`src/rtl/ws2812_pixel_serializer_if.sv`:
```
// Pixel stream handshake between an upstream pixel source and the WS2812
// serializer.
//   pix_valid : source has a pixel word on pix_data/pix_last
//   pix_ready : serializer accepts the pixel on this rising edge
//   pix_data  : 24-bit GRB word, bit 23 is sent first
//   pix_last  : final pixel of the frame
// The master modport is the pixel source and the slave modport is the serializer.
interface ws2812_pixel_serializer_if;
  logic        pix_valid;
  logic        pix_ready;
  logic [23:0] pix_data;
  logic        pix_last;

  modport master (output pix_valid, output pix_data, output pix_last, input pix_ready);
  modport slave  (input pix_valid, input pix_data, input pix_last, output pix_ready);
endinterface

```
`src/rtl/ws2812_pixel_serializer.sv`:
```
// WS2812 pixel serializer. It accepts 24-bit pixel words over a valid/ready
// handshake and shifts them out MSB-first as three-phase WS2812 symbols.
// After the last pixel of a frame, or after an upstream underrun, it holds
// ws_data low for the latch interval.
// Ports:
//   clk        : system clock, rising edge
//   rst_n      : asynchronous active-low reset
//   pix        : pixel handshake (slave side of ws2812_pixel_serializer_if)
//   ws_data    : serial LED data, driven directly from a flop
//   ws_data_n  : complement of ws_data
//   busy       : high while shifting a pixel or running the latch interval
//   frame_done : one-cycle pulse in the first idle cycle after the latch
module ws2812_pixel_serializer #(
  parameter int T0H_CYC   = 1,
  parameter int T1H_CYC   = 2,
  parameter int BIT_CYC   = 3,
  parameter int RESET_CYC = 4000
) (
  input  logic                         clk,
  input  logic                         rst_n,
  ws2812_pixel_serializer_if.slave     pix,
  output logic                         ws_data,
  output logic                         ws_data_n,
  output logic                         busy,
  output logic                         frame_done
);

  localparam int CW = $clog2(BIT_CYC);
  localparam int LW = $clog2(RESET_CYC + 1);

  localparam logic [CW-1:0] CYC_LAST   = CW'(BIT_CYC - 1);
  localparam logic [CW-1:0] T0H_V      = CW'(T0H_CYC);
  localparam logic [CW-1:0] T1H_V      = CW'(T1H_CYC);
  localparam logic [LW-1:0] LATCH_LAST = LW'(RESET_CYC - 1);

  localparam logic [1:0] ST_IDLE  = 2'd0;
  localparam logic [1:0] ST_SHIFT = 2'd1;
  localparam logic [1:0] ST_LATCH = 2'd2;

  if (!(T0H_CYC >= 1 && T0H_CYC < T1H_CYC && T1H_CYC < BIT_CYC && RESET_CYC >= 1)) begin : g_bad_params
    $error("ws2812_pixel_serializer: need 1 <= T0H_CYC < T1H_CYC < BIT_CYC and RESET_CYC >= 1");
  end

  logic [1:0]    state, state_d;
  logic [CW-1:0] cyc, cyc_d;
  logic [4:0]    bit_idx, bit_idx_d;
  logic [23:0]   shreg, shreg_d;
  logic          last_flag, last_flag_d;
  logic [LW-1:0] latch_cnt, latch_cnt_d;
  logic          frame_done_d;
  logic          ws_data_d;
  logic [CW-1:0] th_d;
  logic          armed;
  logic          pix_ready_int;
  logic          bit0_end;
  logic          xfer;

  assign bit0_end = (state == ST_SHIFT) && (cyc == CYC_LAST) && (bit_idx == 5'd0);

  // armed keeps pix_ready low until the first clock edge after reset release.
  assign pix_ready_int = armed && ((state == ST_IDLE) || (bit0_end && !last_flag));
  assign pix.pix_ready = pix_ready_int;
  assign xfer          = pix.pix_valid && pix_ready_int;

  assign busy      = (state != ST_IDLE);
  assign ws_data_n = ~ws_data;

  always_comb begin
    state_d      = state;
    cyc_d        = cyc;
    bit_idx_d    = bit_idx;
    shreg_d      = shreg;
    last_flag_d  = last_flag;
    latch_cnt_d  = latch_cnt;
    frame_done_d = 1'b0;

    case (state)
      ST_IDLE: ;
      ST_SHIFT: begin
        if (cyc == CYC_LAST) begin
          cyc_d = '0;
          if (bit_idx == 5'd0) begin
            if (!xfer) begin
              state_d     = ST_LATCH;
              latch_cnt_d = '0;
            end
          end else begin
            bit_idx_d = bit_idx - 5'd1;
            shreg_d   = {shreg[22:0], 1'b0};
          end
        end else begin
          cyc_d = cyc + CW'(1);
        end
      end
      ST_LATCH: begin
        if (latch_cnt == LATCH_LAST) begin
          state_d      = ST_IDLE;
          latch_cnt_d  = '0;
          frame_done_d = 1'b1;
        end else begin
          latch_cnt_d = latch_cnt + LW'(1);
        end
      end
      default: state_d = ST_IDLE;
    endcase

    // A transfer can only happen in IDLE or in the last cycle of bit 0, and in
    // both cases the new pixel's bit 23 starts on the very next cycle.
    if (xfer) begin
      state_d     = ST_SHIFT;
      shreg_d     = pix.pix_data;
      last_flag_d = pix.pix_last;
      bit_idx_d   = 5'd23;
      cyc_d       = '0;
    end

    // ws_data is computed from the next state so the flop output lines up
    // with the cycle it describes.
    th_d      = shreg_d[23] ? T1H_V : T0H_V;
    ws_data_d = (state_d == ST_SHIFT) && (cyc_d < th_d);
  end

  always_ff @(posedge clk or negedge rst_n) begin
    if (!rst_n) begin
      state      <= ST_IDLE;
      cyc        <= '0;
      bit_idx    <= 5'd0;
      shreg      <= 24'd0;
      last_flag  <= 1'b0;
      latch_cnt  <= '0;
      frame_done <= 1'b0;
      ws_data    <= 1'b0;
      armed      <= 1'b0;
    end else begin
      state      <= state_d;
      cyc        <= cyc_d;
      bit_idx    <= bit_idx_d;
      shreg      <= shreg_d;
      last_flag  <= last_flag_d;
      latch_cnt  <= latch_cnt_d;
      frame_done <= frame_done_d;
      ws_data    <= ws_data_d;
      armed      <= 1'b1;
    end
  end

endmodule
```
`src/flat_wrapper.sv`:
```
// flat-port wrapper written by rule: the top's interface ports become plain ports
module ws2812_pixel_serializer_flat 
#(
  parameter int T0H_CYC   = 1,
  parameter int T1H_CYC   = 2,
  parameter int BIT_CYC   = 3,
  parameter int RESET_CYC = 4000
)
  (clk, rst_n, ws_data, ws_data_n, busy, frame_done, pix_pix_valid, pix_pix_data, pix_pix_last, pix_pix_ready);
  ws2812_pixel_serializer_if pix_i ();
  input  logic clk;
  input  logic rst_n;
  output logic ws_data;
  output logic ws_data_n;
  output logic busy;
  output logic frame_done;
  input wire logic [$bits(pix_i.pix_valid)-1:0] pix_pix_valid;
  input wire logic [$bits(pix_i.pix_data)-1:0] pix_pix_data;
  input wire logic [$bits(pix_i.pix_last)-1:0] pix_pix_last;
  output wire logic [$bits(pix_i.pix_ready)-1:0] pix_pix_ready;
  assign pix_i.pix_valid = pix_pix_valid;
  assign pix_i.pix_data = pix_pix_data;
  assign pix_i.pix_last = pix_pix_last;
  assign pix_pix_ready = pix_i.pix_ready;
  ws2812_pixel_serializer #(.T0H_CYC(T0H_CYC), .T1H_CYC(T1H_CYC), .BIT_CYC(BIT_CYC), .RESET_CYC(RESET_CYC)) u_core (.clk(clk), .rst_n(rst_n), .pix(pix_i), .ws_data(ws_data), .ws_data_n(ws_data_n), .busy(busy), .frame_done(frame_done));
endmodule
```
`config.mk`:
```
export PLATFORM = sky130hd
export DESIGN_NAME = ws2812_pixel_serializer_flat
export DESIGN_NICKNAME = d
export VERILOG_FILES = /design/src/rtl/ws2812_pixel_serializer_if.sv /design/src/rtl/ws2812_pixel_serializer.sv /design/src/flat_wrapper.sv
export SDC_FILE = /design/constraint.sdc
export NUM_CORES = 1
export LEC_CHECK = 0
export CAP_MARGIN = 20
export CORE_MARGIN = 4
export CORE_UTILIZATION = 45
export DETAILED_ROUTE_END_ITERATION = 10
export DONT_BUFFER_PORTS = 1
export GPL_ROUTABILITY_DRIVEN = 0
export HOLD_SLACK_MARGIN = 0.02
export MAX_ROUTING_LAYER = met4
export PLACE_DENSITY_LB_ADDON = 0.12
export SYNTH_ARGS = -nofsm -noshare
export SYNTH_HDL_FRONTEND = slang
export SYNTH_SLANG_ARGS = --single-unit
```
`constraint.sdc`:
```
create_clock -name clk -period 3.7 [get_ports clk]
set_input_delay 0.37 -clock clk [delete_from_list [all_inputs] [get_ports clk]]
set_output_delay 0.37 -clock clk [all_outputs]
set_load 0.05 [all_outputs]
```
==> flow_metrics.py, run 1 <==
metrics = {
    "clocking": {
        "clock_latency_ns": 0.30,
        "number_of_cts_inserted_buffers": 5,
        "h_tree_depth": 2,
        "cts_buffer_depth": 2,
        "cts_root_buffer": "sky130_fd_sc_hd__clkbuf_8",
        "cts_tree": "yes",
        "holdBufCountCts": 2,
        "clkSlewWorstSetupHoldPaths_ns": 0.09,
        "post_cts.resized_instances": 0,
        "cts_setup_buffers": 0,
        "tritoncts_num_sinks": 49,
    },
    "finish": {
        "final_core_utilization_pct": 51.1,
        "n_antenna_cell": 0,
        "fraction_of_final_layout_cells_sized_beyond_drive_strength_1_pct": 9.52,
        "fin_nets": 262,
        "finish.instance_area_sq_um": 2680,
        "num-fill-cells": 483,
        "area_added_between_synthesis_and_finish_pct": 6.79,
        "finish.cell_count_without_fillers": 301,
    },
    "floorplan": {
        "dieArea_sq_um": 6830,
        "chipWidth_um": 82.6,
        "count_of_standard_cell_rows": 26,
        "core_area_sq_um": 5240,
        "fp.dieH_um": 82.6,
        "initial_core_utilization_pct": 47.9,
        "boundaryPins": 33,
    },
    "synthesis": {
        "synth_area_per_cell_sq_um": 10.7,
        "postSynthRegisterBits": 49,
        "netlist_instances": 235,
        "post_synth_num_cell_types": 47,
        "synth-edff-count": 0,
        "ys_seq_area_share_pct": 48.9,
        "synth_top_cell_by_area": "sky130_fd_sc_hd__dfrtp_1",
        "netlist_area_sq_um": 2510,
        "asyncSetResetFlopFracSynth_pct": 100,
        "synth_fp_nets": 267,
        "yosysWarningCount": 0,
        "yosys-top-cells-area": "sky130_fd_sc_hd__dfrtp_1, sky130_fd_sc_hd__a221o_1, sky130_fd_sc_hd__and3_1",
        "synth_top_area_share_pct": 48.9,
        "ys.flop_type": "sky130_fd_sc_hd__dfrtp_1",
    },
    "timing": {
        "timing.final.crit_share_pct": 77.3,
        "layout_min_cycle_time_ns": 2.86,
        "tns_ns": 0,
        "finalClockSkew_ns": 0.00858,
        "maxClockFrequency_mhz": 350,
        "setup_viol": 0,
        "timing.max_slew.rel_slack_pct": 30.7,
        "final-max-slew-violation-count": 0,
        "slew_at_the_pin_closest_to_its_max_slew_limit_ns": 1.04,
        "grt_setup_unrepaired": "false",
        "hold_viol": 0,
    },
    "setup_path": {
        "launch_point_of_the_critical_path": "u_core.bit_idx[0]",
        "r2r_start": "u_core.bit_idx[0]",
        "worstPathRequired_ns": 3.92,
        "path_max_fanout": 28,
        "critPathCaptureType": "flip-flop",
        "worst-setup-path-type": "flip-flop to flip-flop",
        "crit_path_start_kind": "flip-flop",
        "r2r.worst_path.cells": 10,
        "timing.critical_path.arrival_ns": 3.08,
    },
    "global_route": {
        "grt_pass1_wl_um": 8960,
        "number_of_global_route_vias_before_repair": 1875,
        "grt_antenna_before_repair": 0,
        "pin_count_of_the_biggest_net_entering_global_routing": 50,
        "grt_usage_pct": 17.7,
        "globalRoute.totalOverflow": 0,
    },
    "routing": {
        "finalWirelength_um": 5350,
        "route.vias.total": 1868,
        "post_drt_antenna_nets": 0,
        "drtPass1Iterations": 4,
        "first_iter_violations": 144,
        "avgViaCountPerCell": 6.21,
        "drt_drc": 0,
        "post_drt_wl_per_cell_um": 17.8,
    },
    "pwr": {
        "internal_power_mw": 1.14,
        "power_density_cells_nw_per_um2": 651,
        "power.switching_fraction_pct": 34.8,
        "leakage_power_total_nw": 1.23,
        "combPwrFrac_pct": 31.4,
        "p_clk_share_pct": 19.5,
        "sequentialPowerShare_pct": 49.1,
        "power.ir.vdd_worst_v": 0.000353,
        "switchingPower_uw": 605,
    },
    "placement": {
        "post-dp-hpwl_um": 3530,
        "placedCellCount": 290,
        "placedInstanceArea_sq_um": 2530,
        "buffer_ports.inserted": 0,
    },
    "job": {
        "max-cap-violations": 0,
    },
    "min_path": {
        "holdPathStages": 1,
        "worstHoldStart": "pix_pix_data[23]",
        "worstHoldPathType": "input port to flip-flop",
    },
    "status": {
        "outcome": "complete, no violations",
    },
}
[layer usage]
layer	vias up	wire length (um)	track usage, %
li1	880	-	-
met1	935	2490	23.0
met2	48	2570	28.0
met3	5	250	4.01
met4	0	40	4.74
met5	-	0	-
[stage by stage]
stage / hold slack (ns) / setup slack [ns] / total power, mW
final: 0.202 / 0.840 / 1.74
after global routing: 0.195 / 0.616 / 1.87
after CTS: 0.199 / 0.810 / 1.76
after detailed placement: 0.0761 / 0.806 / 1.39
after global placement: 0.0759 / 0.915 / 1.36
after floorplan: 0.0744 / 1.10 / 1.28
[placed cells by master, fill, tap and decap left out, drive strengths merged, types with 2 or more instances in the layout]
| cell type | instances |
|---|---|
| xnor2 | 2 |
| a21boi | 2 |
| a31oi | 8 |
| nand2b | 4 |
| and4 | 5 |
| o41ai | 2 |
| buf | 5 |
| a41oi | 3 |
| a221o | 22 |
| nand2 | 17 |
| xor2 | 3 |
| a21oi | 7 |
| o21ai | 8 |
| nor2 | 8 |
| clkbuf | 7 |
| o211ai | 2 |
| ha | 4 |
| and3 | 22 |
| nand4 | 5 |
| inv | 9 |
| o21a | 2 |
| nand3 | 9 |
| o22ai | 2 |
| nor3 | 3 |
| dfrtp | 49 |
| and2 | 2 |
[Yosys cell counts (2+ instances only)]
cell type                   n
sky130_fd_sc_hd__a41oi_1    3
sky130_fd_sc_hd__o22ai_1    2
sky130_fd_sc_hd__inv_1      9
sky130_fd_sc_hd__buf_6      4
sky130_fd_sc_hd__nand3_1    9
sky130_fd_sc_hd__nand2_1   17
sky130_fd_sc_hd__and3_1    22
sky130_fd_sc_hd__dfrtp_1   49
sky130_fd_sc_hd__a221o_1   22
sky130_fd_sc_hd__xor2_1     3
sky130_fd_sc_hd__and4_1     5
sky130_fd_sc_hd__buf_2      3
sky130_fd_sc_hd__and2_1     2
sky130_fd_sc_hd__xnor2_1    2
sky130_fd_sc_hd__o21ai_0    8
sky130_fd_sc_hd__o21a_1     2
sky130_fd_sc_hd__a21oi_1    6
sky130_fd_sc_hd__a31oi_1    8
sky130_fd_sc_hd__nand4_1    5
sky130_fd_sc_hd__o211ai_1   2
sky130_fd_sc_hd__clkbuf_1  11
sky130_fd_sc_hd__a21boi_0   2
sky130_fd_sc_hd__nand2b_1   4
sky130_fd_sc_hd__nor2_1     7
sky130_fd_sc_hd__ha_1       4
sky130_fd_sc_hd__nor3_1     3
[cell families after synthesis]
group | synth area share (%)
AOI/OAI and AO/OA | 22.0
xor gates and xnor gates | 1.75
adders and majority gates | 2.00
buffers and inverters | 5.39
DFF | 48.9
muxes | 0.848
other | 0.150
and+or+nand+nor | 19.0
[final cells by class]
class	instances	area, sq um	share of cell area [%]
flip-flops and latches	49	1230	45.8
multi-input cells	159	1160	43.4
clock buffers	7	96.3	3.60
well taps	70	87.6	3.27
repair buffers	6	67.6	2.52
inverters	9	33.8	1.26
clock inverters	1	5.00	0.187
[sequential cells by signal, summed over array words and instances (netlist names), 2 cells and up]
name / flops
u_core.state: 2
u_core.bit_idx: 5
u_core.latch_cnt: 12
u_core.cyc: 2
u_core.shreg: 24
[worst paths after layout]
kind	endpoint	slack (ns)
max reg2reg	u_core.ws_data	0.84
min in group asynchronous	u_core.latch_cnt[6]	0.61
max	u_core.ws_data	0.84
min	u_core.shreg[23]	0.20
max in group asynchronous	u_core.latch_cnt[9]	2.87
min reg2reg	u_core.shreg[1]	0.51
[power groups by stage]
stage	Clock (mW)	Combinational [mW]	Sequential [mW]
after global placement	0	0.509	0.855
after floorplan	0	0.465	0.817
after detailed placement	0	0.535	0.859
after CTS	0.350	0.553	0.853
final	0.340	0.547	0.855
after global routing	0.377	0.612	0.877
[critical path: stages (launching register included)]
cell and delay, ns:
sky130_fd_sc_hd__dfrtp_1 0.41, sky130_fd_sc_hd__inv_1 0.09, sky130_fd_sc_hd__ha_1 0.14, sky130_fd_sc_hd__or4b_1 0.59, sky130_fd_sc_hd__o41a_4 0.52, sky130_fd_sc_hd__nor2_8 0.34
sky130_fd_sc_hd__a21oi_1 0.12, sky130_fd_sc_hd__ha_1 0.20, sky130_fd_sc_hd__nor2_1 0.11, sky130_fd_sc_hd__o21ai_0 0.10, sky130_fd_sc_hd__o22ai_1 0.17
Power figures use the tool's default switching activity.
==> run 2, diff against run 1 <==
--- a/config.mk
+++ b/config.mk
@@ -5,6 +5,7 @@
 export SDC_FILE = /design/constraint.sdc
 export NUM_CORES = 1
 export LEC_CHECK = 0
+export ABC_AREA = 1
 export CAP_MARGIN = 20
 export CORE_MARGIN = 4
 export CORE_UTILIZATION = 45
==> constraint.sdc (replaced) <==
create_clock -name clk -period 2.9 [get_ports clk]
set_input_delay 0.29 -clock clk [delete_from_list [all_inputs] [get_ports clk]]
set_output_delay 0.29 -clock clk [all_outputs]
set_load 0.05 [all_outputs]
==> flow_metrics.py, run 2 <==
metrics = {
    "min_path": {
        "worstHoldPathType": "input port to flip-flop",
        "holdPathStages": 2,
    },
    "setup_path": {
        "worst-setup-path-type": "flip-flop to flip-flop",
        "cpMaxStageDelayCell": "sky130_fd_sc_hd__nand2_2",
        "r2r_start": "u_core.bit_idx[0]",
        "reg2reg_slack_ns": 0.71,
        "worst_path_dominant_cell_family": "simple AND/OR/NAND/NOR gates",
        "critical_path.cell_chain": "inv_1 -> ha_1 -> nand2_1 -> nor2_1 -> inv_1 -> nand2_2 -> nand2_1 -> o21ai_0 -> nand2_2 -> nand2_1 -> inv_1 -> ha_1 -> a21oi_2",
        "launch_point_of_the_critical_path": "u_core.bit_idx[0]",
        "crit_path_max_incr_delay_ns": 0.38,
        "reg2reg_to": "u_core.ws_data",
        "path_max_fanout": 28,
        "worstPathRequired_ns": 3.13,
        "endpoint": "u_core.ws_data",
        "r2r.worst_path.cells": 13,
        "critPathCaptureType": "flip-flop",
        "worst-path-buf-inv": 3,
        "crit_path_start_kind": "flip-flop",
        "cp_num_cells": 13,
        "timing.critical_path.arrival_ns": 2.41,
    },
    "routing": {
        "drt_drc": 0,
        "wl_met2_um": 2040,
        "post_drt_wl_per_cell_um": 12.9,
        "dr_wl_met3_um": 226,
        "top_layer_used": "met4",
        "post_drt_antenna_nets": 0,
        "finalWirelength_um": 4700,
        "avgViaCountPerCell": 5.11,
        "met1_wirelength_um": 2380,
        "route.vias.total": 1865,
        "drtPass1Iterations": 4,
        "first_iter_violations": 110,
    },
    "timing": {
        "grt_setup_unrepaired": "false",
        "timing.max_slew.rel_slack_pct": 62.2,
        "timing.final.crit_share_pct": 75.3,
        "hold_viol": 0,
        "maxClockFrequency_mhz": 458,
        "layout_min_cycle_time_ns": 2.19,
        "tns_ns": 0,
        "finalClockSkew_ns": 0.00353,
        "slew_at_the_pin_closest_to_its_max_slew_limit_ns": 0.566,
        "final-max-slew-violation-count": 0,
        "setup_viol": 0,
    },
    "clocking": {
        "number_of_cts_inserted_buffers": 5,
        "post_cts.resized_instances": 0,
        "tritoncts_num_sinks": 49,
        "cts_buffer_depth": 2,
        "clkSlewWorstSetupHoldPaths_ns": 0.08,
        "cts_tree": "yes",
        "cts_setup_buffers": 0,
        "cts_root_buffer": "sky130_fd_sc_hd__clkbuf_8",
        "clock_latency_ns": 0.29,
        "h_tree_depth": 2,
    },
    "pwr": {
        "power.ir.vdd_worst_v": 0.000258,
        "totalPowerFinal_mw": 1.20,
        "power_density_cells_nw_per_um2": 457,
        "leakage_power_total_nw": 1.31,
    },
    "global_route": {
        "grt_usage_pct": 16.8,
        "pin_count_of_the_biggest_net_entering_global_routing": 50,
        "number_of_global_route_vias_before_repair": 1932,
        "globalRoute.totalOverflow": 0,
        "grt_antenna_before_repair": 0,
        "grt_pass1_wl_um": 8480,
    },
    "synthesis": {
        "synth_area_per_cell_sq_um": 8.30,
        "netlist_instances": 293,
        "yosys-top-cells-area": "sky130_fd_sc_hd__dfrtp_1, sky130_fd_sc_hd__nand2_1, sky130_fd_sc_hd__inv_1",
        "synthMostInstantiatedCell": "sky130_fd_sc_hd__nand2_1",
        "post_synth_num_cell_types": 29,
        "ys.flop_type": "sky130_fd_sc_hd__dfrtp_1",
        "netlist_area_sq_um": 2430,
        "netlist_top_cells_count": "sky130_fd_sc_hd__nand2_1, sky130_fd_sc_hd__dfrtp_1, sky130_fd_sc_hd__inv_1, sky130_fd_sc_hd__nand3_1, sky130_fd_sc_hd__o211ai_1",
        "synth-edff-count": 0,
        "yosysWarningCount": 0,
        "synth_top_cell_by_area": "sky130_fd_sc_hd__dfrtp_1",
        "ys_seq_area_share_pct": 50.4,
        "synth_top_area_share_pct": 50.4,
        "postSynthRegisterBits": 49,
        "asyncSetResetFlopFracSynth_pct": 100,
        "synth_fp_nets": 325,
    },
    "floorplan": {
        "boundaryPins": 33,
        "chipWidth_um": 81.5,
        "count_of_standard_cell_rows": 26,
        "initial_core_utilization_pct": 47.0,
        "core_area_sq_um": 5170,
        "dieArea_sq_um": 6650,
        "fp.dieH_um": 81.5,
    },
    "placement": {
        "buffer_ports.inserted": 0,
        "post-dp-hpwl_um": 3210,
        "placedCellCount": 355,
    },
    "finish": {
        "layout_commonest_cell": "sky130_fd_sc_hd__nand2_1",
        "area_added_between_synthesis_and_finish_pct": 7.77,
        "top_regs": "u_core.shreg: 24 flops, u_core.latch_cnt: 12 flops, u_core.bit_idx: 5 flops",
        "fraction_of_final_layout_cells_sized_beyond_drive_strength_1_pct": 7.12,
        "final_core_utilization_pct": 50.7,
        "largest_reg_flops": 24,
        "n_antenna_cell": 0,
        "registers.top_by_ff_count": "u_core.shreg",
        "num-fill-cells": 511,
        "finish.cell_count_without_fillers": 365,
        "mostFrequentLayoutCells": "sky130_fd_sc_hd__nand2_1, sky130_fd_sc_hd__dfrtp_1, sky130_fd_sc_hd__inv_1",
        "fin_nets": 326,
    },
    "status": {
        "outcome": "complete, no violations",
    },
    "job": {
        "max-cap-violations": 0,
    },
}
-- run 2: cell types whose count changed after synthesis, moves of 8 or more --
cell	change
sky130_fd_sc_hd__nand3_1	+21
sky130_fd_sc_hd__a31oi_1	-8
sky130_fd_sc_hd__o211ai_1	+20
sky130_fd_sc_hd__a221o_1	-22
sky130_fd_sc_hd__inv_1	+37
sky130_fd_sc_hd__and3_1	-22
sky130_fd_sc_hd__nand2_1	+54
sky130_fd_sc_hd__clkbuf_1	-10
-- run 2: worst min path at each step --
stage                    start               to  slack, ns
6_report       pix_pix_data[0]  u_core.shreg[0]       0.11
5_1_grt        pix_pix_data[0]  u_core.shreg[0]       0.11
4_1_cts        pix_pix_data[0]  u_core.shreg[0]       0.10
3_5_place_dp             rst_n  u_core.shreg[7]     -0.004
3_3_place_gp             rst_n  u_core.shreg[7]     -0.004
2_1_floorplan            rst_n     u_core.armed     -0.006
-- run 2: logic make-up after synthesis --
logic type | after synthesis | share of synthesized area, %
AOI/OAI and AO/OA | 45 | 12.0
xor gates and xnor gates | 1 | 0.360
adders and majority gates | 4 | 2.06
buffers and inverters | 58 | 9.93
DFF | 49 | 50.4
other | 1 | 0.154
and+or+nand+nor | 135 | 25.1
-- run 2: cell type report --
class / instances / area, sq um / area share (%)
Inverter: 50 / 189 / 7.21
Multi-Input combinational cell: 186 / 965 / 36.8
Sequential cell: 49 / 1230 / 46.8
Tap cell: 70 / 87.6 / 3.34
Timing Repair Buffer: 2 / 37.5 / 1.43
Clock buffer: 7 / 86.3 / 3.29
Clock inverter: 1 / 30.0 / 1.15
-- run 2: layer usage --
layer	vias up	GRT usage [%]
met1	851	22.6
met4	0	5.41
li1	960	-
met2	48	25.3
met3	6	3.62
met5	-	-
-- run 2: what timing repair did --
| item | 4_1_cts | 5_1_grt |
|---|---|---|
| endpoints found under the hold margin | 49 | 0 |
| hold buffers | 2 | 0 |
| setup endpoints to repair | 0 | 0 |
-- run 2: per-stage QoR --
stage | cell area [sq um] | setup slack (ns) | hold slack, ns
4_1_cts | 2620 | 0.684 | 0.100
2_1_floorplan | 2430 | 1.06 | -0.00559
6_report | 2620 | 0.715 | 0.112
3_3_place_gp | 2470 | 0.780 | -0.00392
3_5_place_dp | 2470 | 0.721 | -0.00391
5_1_grt | 2620 | 0.430 | 0.108
-- run 2: power breakdown --
part	internal (mW)	switching, mW	total (mW)
Clock	0.281	0.214	0.495
Combinational	0.00481	0.0137	0.0185
Sequential	0.683	0.000882	0.684
Total	0.969	0.229	1.20
